## src/rtl/ttt_ps2_keys.sv

```systemverilog
// PS/2 keyboard front-end for tic-tac-toe: synchronise, de-glitch and deframe the PS/2 stream,
// then decode scan-code set 2 make/break sequences into held key levels.
// Optional odd-parity check in the STOP state is enabled by defining TTT_PS2_PARITY_CHECK_EN.
module ttt_ps2_keys #(
  parameter int FILTER_LEN     = 8,
  parameter int TIMEOUT_CYCLES = 50000
) (
  input  logic       clk,
  input  logic       reset_n,
  input  logic       ps2_clk,
  input  logic       ps2_data,
  output logic       up,
  output logic       down,
  output logic       left,
  output logic       right,
  output logic       enter,
  output logic       space,
  output logic [7:0] scan_code,
  output logic       scan_valid,
  output logic       frame_err
);

`ifdef TTT_PS2_PARITY_CHECK_EN
  localparam bit PARITY_EN = 1'b1;
`else
  localparam bit PARITY_EN = 1'b0;
`endif

  localparam int FCW = (FILTER_LEN > 1) ? $clog2(FILTER_LEN) : 1;
  localparam int TCW = (TIMEOUT_CYCLES > 1) ? $clog2(TIMEOUT_CYCLES) : 1;

  localparam int K_UP    = 5;
  localparam int K_DOWN  = 4;
  localparam int K_LEFT  = 3;
  localparam int K_RIGHT = 2;
  localparam int K_ENTER = 1;
  localparam int K_SPACE = 0;

  typedef enum logic [1:0] {S_IDLE, S_DATA, S_PARITY, S_STOP} frame_state_e;

  logic           clk_meta_q, clk_sync_q, data_meta_q, data_sync_q;
  logic           filt_q, filt_d;
  logic [FCW-1:0] filt_cnt_q, filt_cnt_d;
  logic           fall;

  frame_state_e   state_q, state_d;
  logic [2:0]     bit_cnt_q, bit_cnt_d;
  logic [7:0]     shift_q, shift_d;
  logic           par_q, par_d;
  logic [TCW-1:0] tmo_cnt_q, tmo_cnt_d;
  logic [7:0]     scan_code_q, scan_code_d;
  logic           scan_valid_q, scan_valid_d;
  logic           frame_err_q, frame_err_d;
  logic           frame_ok;

  logic [5:0]     key_q, key_d;
  logic           ext_q, ext_d, brk_q, brk_d;

  // NOTE: sync flops and the filtered clock reset to 1, the idle line level, so reset release
  // can never look like a falling edge.
  always_ff @(posedge clk or negedge reset_n) begin
    if (!reset_n) begin
      clk_meta_q  <= 1'b1;
      clk_sync_q  <= 1'b1;
      data_meta_q <= 1'b1;
      data_sync_q <= 1'b1;
      filt_q      <= 1'b1;
      filt_cnt_q  <= '0;
    end else begin
      clk_meta_q  <= ps2_clk;
      clk_sync_q  <= clk_meta_q;
      data_meta_q <= ps2_data;
      data_sync_q <= data_meta_q;
      filt_q      <= filt_d;
      filt_cnt_q  <= filt_cnt_d;
    end
  end

  // NOTE: every signal driven here gets its default first, so no path can infer a latch.
  always_comb begin
    filt_d     = filt_q;
    filt_cnt_d = '0;
    if (clk_sync_q != filt_q) begin
      if (filt_cnt_q == FCW'(FILTER_LEN - 1)) filt_d = clk_sync_q;
      else                                     filt_cnt_d = filt_cnt_q + FCW'(1);
    end
  end

  assign fall     = filt_q & ~filt_d;
  assign frame_ok = data_sync_q & (~PARITY_EN | (^{shift_q, par_q}));

  always_comb begin
    state_d      = state_q;
    bit_cnt_d    = bit_cnt_q;
    shift_d      = shift_q;
    par_d        = par_q;
    tmo_cnt_d    = tmo_cnt_q;
    scan_code_d  = scan_code_q;
    scan_valid_d = 1'b0;
    frame_err_d  = 1'b0;
    if (state_q == S_IDLE) begin
      tmo_cnt_d = '0;
      if (fall && !data_sync_q) begin
        state_d   = S_DATA;
        bit_cnt_d = '0;
      end
    end else if (fall) begin
      tmo_cnt_d = '0;
      case (state_q)
        S_DATA: begin
          shift_d   = {data_sync_q, shift_q[7:1]};
          bit_cnt_d = bit_cnt_q + 3'd1;
          if (bit_cnt_q == 3'd7) state_d = S_PARITY;
        end
        S_PARITY: begin
          par_d   = data_sync_q;
          state_d = S_STOP;
        end
        S_STOP: begin
          state_d = S_IDLE;
          if (frame_ok) begin
            scan_code_d  = shift_q;
            scan_valid_d = 1'b1;
          end else begin
            frame_err_d = 1'b1;
          end
        end
        default: state_d = S_IDLE;
      endcase
    end else if (tmo_cnt_q == TCW'(TIMEOUT_CYCLES - 1)) begin
      // Line went quiet mid-frame: drop the partial byte.
      state_d     = S_IDLE;
      tmo_cnt_d   = '0;
      frame_err_d = 1'b1;
    end else begin
      tmo_cnt_d = tmo_cnt_q + TCW'(1);
    end
  end

  // Decoder acts on the accepted byte while scan_valid is high; key levels follow one cycle later.
  always_comb begin
    key_d = key_q;
    ext_d = ext_q;
    brk_d = brk_q;
    if (scan_valid_q) begin
      if (scan_code_q == 8'hE0) begin
        ext_d = 1'b1;
      end else if (scan_code_q == 8'hF0) begin
        brk_d = 1'b1;
      end else begin
        ext_d = 1'b0;
        brk_d = 1'b0;
        case ({ext_q, scan_code_q})
          9'h175:         key_d[K_UP]    = ~brk_q;
          9'h172:         key_d[K_DOWN]  = ~brk_q;
          9'h16B:         key_d[K_LEFT]  = ~brk_q;
          9'h174:         key_d[K_RIGHT] = ~brk_q;
          9'h05A, 9'h15A: key_d[K_ENTER] = ~brk_q;
          9'h029:         key_d[K_SPACE] = ~brk_q;
          default:        ;
        endcase
      end
    end
  end

  // NOTE: sequential state uses non-blocking assignments only.
  always_ff @(posedge clk or negedge reset_n) begin
    if (!reset_n) begin
      state_q      <= S_IDLE;
      bit_cnt_q    <= '0;
      shift_q      <= '0;
      par_q        <= 1'b0;
      tmo_cnt_q    <= '0;
      scan_code_q  <= '0;
      scan_valid_q <= 1'b0;
      frame_err_q  <= 1'b0;
      key_q        <= '0;
      ext_q        <= 1'b0;
      brk_q        <= 1'b0;
    end else begin
      state_q      <= state_d;
      bit_cnt_q    <= bit_cnt_d;
      shift_q      <= shift_d;
      par_q        <= par_d;
      tmo_cnt_q    <= tmo_cnt_d;
      scan_code_q  <= scan_code_d;
      scan_valid_q <= scan_valid_d;
      frame_err_q  <= frame_err_d;
      key_q        <= key_d;
      ext_q        <= ext_d;
      brk_q        <= brk_d;
    end
  end

  assign up         = key_q[K_UP];
  assign down       = key_q[K_DOWN];
  assign left       = key_q[K_LEFT];
  assign right      = key_q[K_RIGHT];
  assign enter      = key_q[K_ENTER];
  assign space      = key_q[K_SPACE];
  assign scan_code  = scan_code_q;
  assign scan_valid = scan_valid_q;
  assign frame_err  = frame_err_q;

endmodule

```

## config.mk

```make
export PLATFORM = sky130hd
export DESIGN_NAME = ttt_ps2_keys
export DESIGN_NICKNAME = d
export VERILOG_FILES = /design/src/rtl/ttt_ps2_keys.sv
export SDC_FILE = /design/constraint.sdc
export NUM_CORES = 1
export LEC_CHECK = 0
export BUFFER_PORTS_ARGS = -buffer_cell sky130_fd_sc_hd__clkbuf_2
export CAP_MARGIN = 20
export CORE_MARGIN = 8
export CORE_UTILIZATION = 30
export CTS_BUF_LIST = sky130_fd_sc_hd__clkbuf_8 sky130_fd_sc_hd__clkbuf_16
export DETAILED_ROUTE_END_ITERATION = 10
export PLACE_DENSITY_LB_ADDON = 0.12
export SLEW_MARGIN = 10
export SYNTH_ARGS = -nofsm -noshare
export SYNTH_HDL_FRONTEND = slang
export SYNTH_SLANG_ARGS = --single-unit
export TNS_END_PERCENT = 100
```

## constraint.sdc

```tcl
create_clock -name clk -period 2.9 [get_ports clk]
set_input_delay 0.435 -clock clk [delete_from_list [all_inputs] [get_ports clk]]
set_output_delay 0.435 -clock clk [all_outputs]
set_load 0.03 [all_outputs]
```

**Word-level counts from Yosys, hierarchy flattened**

Index checks and enable logic that the tools add are counted.

- Register bits: 55
- Input port bits: 4
- Output and inout bits: 16
- Word-level logic and storage cells: 97

- Add/sub/neg operators: 3
- Eq/ne operators: 19
- Muxes and demuxes: 29
- Bitwise logic cells: 6
- Reduce and logical (&&, ||, !) cells: 19

Operator list:

| kind | count |
|---|---|
| $mux W16 | 3 |
| $eq A9 B9 Y1 const B | 5 |
| $reduce_and A4 Y1 | 7 |
| $mux W3 | 6 |
| $add A16 B1 Y16 const B | 1 |
| $eq A16 B16 Y1 const B | 1 |
| $eq A8 B8 Y1 const B | 2 |
| $mux W1 | 14 |
| $mux W2 | 5 |
| $eq A9 B6 Y1 const B | 1 |
| $eq A9 B7 Y1 const B | 1 |
| $reduce_and A3 Y1 | 3 |
| $add A3 B1 Y3 const B | 2 |
| $eq A3 B3 Y1 const B | 2 |
| $not A1 Y1 | 5 |
| $eq A2 B2 Y1 const B | 2 |
| $ne A4 B4 Y1 const B | 1 |
| $pmux W2 S2 | 1 |
| $reduce_and A2 Y1 | 2 |
| $reduce_bool A2 Y1 | 2 |
| $reduce_bool A3 Y1 | 1 |
| $eq A2 B1 Y1 const B | 1 |
| $logic_not A2 Y1 | 1 |
| $ne A2 B1 Y1 const B | 1 |
| 6 further kinds | 6 |

**Logic depth before layout (Yosys ltp)**

- Depth after elaboration: 8
- Gate-level depth with buffers: 8
- Gate-level depth less buffers: 6

**Least setup slack after synthesis**

Ideal clock, no wire load.

- Path type: register -> register
- Start point: reg tmo_cnt_q[11]
- End point: reg state_q[1]
- Setup time: 0.079 ns
- Data arrival time: 1.765 ns
- Slack: 1.055 ns
- Cell stages (with the launch flop): 5
- Path buffers: 0
- Period minus slack after synthesis: 1.845 ns
- Path through: dfrtp_1 or3_1 or4_4 a211oi_4 mux2i_1

- Word-level cells in the longest chain between the ends: 3

RTL lines:

| what | line | source |
|---|---|---|
| start: declaration | 50 | `logic [TCW-1:0] tmo_cnt_q, tmo_cnt_d;` |
| start signal: assignment | 185 | `tmo_cnt_q <= tmo_cnt_d;` |
| $eq A16 B16 Y1 | 130 | `end else if (tmo_cnt_q == TCW'(TIMEOUT_CYCLES - 1)) begin` |
| $reduce_bool A3 Y1 (no line) | -- |  |
| $reduce_and A3 Y1 (no line) | -- |  |
| end signal: assignment | 181 | `state_q <= state_d;` |
| end: declaration | 46 | `frame_state_e state_q, state_d;` |

No other way between the ends.
A chain may end at the register's enable or synchronous reset.

**Worst setup path after layout**

- Start point: reg filt_cnt_q[0]
- End point: reg tmo_cnt_q[15]

- Word-level cells in the longest chain between the ends: 7

RTL lines:

| what | line | source |
|---|---|---|
| start: declaration | 43 | `logic [FCW-1:0] filt_cnt_q, filt_cnt_d;` |
| start signal: assignment | 75 | `filt_cnt_q <= filt_cnt_d;` |
| $eq A3 B3 Y1 | 84 | `if (filt_cnt_q == FCW'(FILTER_LEN - 1)) filt_d = clk_sync_q;` |
| $mux W1 | 84 |  |
| $mux W1 | 83 | `if (clk_sync_q != filt_q) begin` |
| $not A1 Y1 | 89 | `assign fall = filt_q & ~filt_d;` |
| $and A1 B1 Y1 | 89 |  |
| $mux W16 | 107 | `end else if (fall) begin` |
| $mux W16 | 101 | `if (state_q == S_IDLE) begin` |
| named net tmo_cnt_d[15] | 50 |  |

The timed path passes the listed nets, and every way through them passes these cells.

==> results.sh <==
export IMPL_status="finished clean"
export IMPL_synth_net_count=228
export IMPL_rows=33
export IMPL_antennaDiodeCount=0
export IMPL_grt_pass1_vias=1742
export IMPL_die_h_um=107.3
export IMPL_cts_resized=0
export IMPL_insertion_delay_ps=310
export IMPL_setup_viol=0
export IMPL_yosysTopAreaCellShare_pct=50.00
export IMPL_critical_path_startpoint="filt_cnt_q[0]"
export IMPL_end_kind="flip-flop"
export IMPL_drt_iter0_markers=56
export IMPL_postSynth_topFlopCell="dfrtp_1"
export IMPL_post_route_min_period_ps=2108
export IMPL_cts_max_level=2
export IMPL_clk_pin_slew_ps=120
export IMPL_io_buffers=19
export IMPL_drcViolationCount=0
export IMPL_fin_crit_sh_pct=72.68
export IMPL_cts_tree="built"
export IMPL_die_area_um2=11520
export IMPL_ir_worst_vdd_mv=0.2096
export IMPL_ys_seq_area_share_pct=55.25
export IMPL_worst_pin_slew_ps=767.9
export IMPL_nFillCells=816
export IMPL_max_freq_mhz=474.5
export IMPL_grt_max_degree=30
export IMPL_rsz0062_at_grt="no"
export IMPL_antenna_found_initial=0
export IMPL_ctsHoldBuffers=0
export IMPL_synth_warnings=0
export IMPL_synth_edf_count=0
export IMPL_maxSlewViolCount=0
export IMPL_r2r_start="filt_cnt_q[0]"
export IMPL_clock_sinks=55
export IMPL_fin_skew_ps=17.32
export IMPL_leakage_nw=1.276
export IMPL_fp_dieW_um=107.3
export IMPL_wl_per_cell_um=14.24
export IMPL_cts_root_buf="clkbuf_8"
export IMPL_cts_inserted_buffers=5
export IMPL_dp_cells=336
export IMPL_crit_end="tmo_cnt_q[15]"
export IMPL_arrival_ps=2340
export IMPL_fin_cells=344
export IMPL_hold_violations=0
export IMPL_nets=251
export IMPL_reg2regPathDepth=6
export IMPL_ff2ff_setup_slack_ps=790
export IMPL_setup_tns_ps=0
export IMPL_critical_path_class="reg2reg"
export IMPL_power_density_nw_per_um2=553.7
export IMPL_routed_wl_um=4897
export IMPL_syn_area_per_cell_um2=11.64
export IMPL_synth_top_cell_by_area="dfrtp_1"
export IMPL_drtPass1Iterations=3
export IMPL_ys_async_sr_fraction_pct=100.0
export IMPL_synthMostInstantiatedCell="dfrtp_1"
export IMPL_io_pin_count=20
export IMPL_clockBufferDepth=2
export IMPL_ys_ff_latch=55
export IMPL_grt_overflow=0
export IMPL_ys_top_cells_by_area="dfrtp_1, mux2_2, dfstp_2, ha_1, xnor2_1"
export IMPL_ys_top_cells_by_count="dfrtp_1, mux2_2, nor2_1"
export IMPL_hpwl_um=3495
export IMPL_synthToLayoutAreaGrowth_pct=12.90
export IMPL_vias=1626
export IMPL_drive_gt1_share_pct=23.85
export IMPL_start_util_pct=30.76
export IMPL_ant_nets=0
export IMPL_max_slew_margin_pct=48.81
export IMPL_viasPerCell=4.727
export IMPL_required_ps=3140
export IMPL_grt_pass1_wl_um=8576
export IMPL_path_max_fanout=15
export IMPL_design_core_area_um2=8134
export IMPL_post_cts_buffers=0
export IMPL_syn_cell_area_um2=2502
export IMPL_hold_path_class="in2async"
export IMPL_syn_inst=215
export IMPL_gp_congestion=0.7664
export IMPL_grt_use_total_pct=9.143
export IMPL_drv_cap=0
export IMPL_start_kind="flip-flop"
export IMPL_ys_types=41
export IMPL_reg2reg_to="tmo_cnt_q[15]"
export IMPL_totalPowerFinal_mw=1.564
-- cell families (layout without fill, tap and decap cells) --
family | count (synthesis) | after routing | synth area share [%]
XOR/XNOR | 14 | 14 | 4.900
AO/OA/AOI/OAI | 22 | 22 | 6.300
flip-flops | 55 | 55 | 55.25
AND/OR/NAND/NOR | 81 | 81 | 17.50
adder cells (fa/ha/maj) | 9 | 9 | 4.500
buffers and inverters | 13 | 37 | 2.150
multiplexers | 21 | 21 | 9.400
-- sequential cells by signal, indices dropped and copies added (netlist names), 2 cells and up --
name	flops
filt_cnt_q	3
state_q	2
bit_cnt_q	3
scan_code	8
key_q	6
tmo_cnt_q	16
shift_q	8
-- worst max-delay path, cell delays in order (launching register included) --
cell and delay, ps:
dfrtp_1 400, ha_1 200, ha_1 230, and3b_1 260
nor2_1 310, nand2_1 390, a21oi_1 220
-- worst min-delay path by stage --
stage	start	end	slack (ps)	cells past startpoint
final	reset_n	shift_q[3]	170	1
after detailed placement	data_meta_q	data_sync_q	350	0
after floorplan	reset_n	bit_cnt_q[0]	140	0
after CTS	ps2_data	data_meta_q	180	1
after global placement	clk_meta_q	clk_sync_q	350	0
after global routing	ps2_clk	clk_meta_q	190	1
-- area by class of cell --
cell class | count | area [um2] | share of cell area (%)
clock buffers | 5 | 68.82 | 2.436
clock inverters | 3 | 27.53 | 0.9743
inverters | 9 | 33.78 | 1.196
multi-input cells | 147 | 1066 | 37.73
flip-flops and latches | 55 | 1383 | 48.94
well taps | 105 | 131.4 | 4.650
repair buffers | 20 | 115.1 | 4.074
-- metal layers --
metal | part of all wire (%) | up-vias | global-route usage, % | routed length (um)
met4 | 0.96 | 0 | 2.973 | 47
li1 | - | 801 | - | -
met5 | 0 | - | 0 | 0
met2 | 45 | 22 | 14.43 | 2227
met1 | 49 | 798 | 11.93 | 2405
met3 | 4.4 | 5 | 2.335 | 216
-- report_power, final --
group	switching (mW)	total [mW]	internal, mW
clock	0.277	0.456	0.178
combinational	0.143	0.239	0.0958
sequential	0.0450	0.870	0.825
-- through the flow --
| step | instance area [um2] | hold slack (ps) | utilization, % | setup WS (ps) |
|---|---|---|---|---|
| after CTS | 2825 | 184.7 | 34.73 | 754.4 |
| after detailed placement | 2729 | 347.0 | 33.55 | 789.8 |
| after global routing | 2825 | 190.5 | 34.73 | 579.1 |
| final | 2825 | 169.8 | 34.73 | 792.3 |
| after floorplan | 2502 | 139.4 | - | 1055 |
| after global placement | 2729 | 345.7 | 33.55 | 786.3 |
-- placed cells by master (no fill, tap or decap), types with 3 or more instances in the layout --
cell and instances:
nor4_1 5, nor3_1 6, a21oi_1 6, nand3_1 5, clkbuf_8 5, and3_1 4
dfrtp_1 50, inv_1 9, xnor2_1 12, o21ai_0 5, mux2_2 20, nand2_1 16
nor2_1 20, o31ai_1 3, ha_1 9, clkbuf_2 19, nand4_1 6, dfstp_2 5
(Power assumes the default switching activity.)
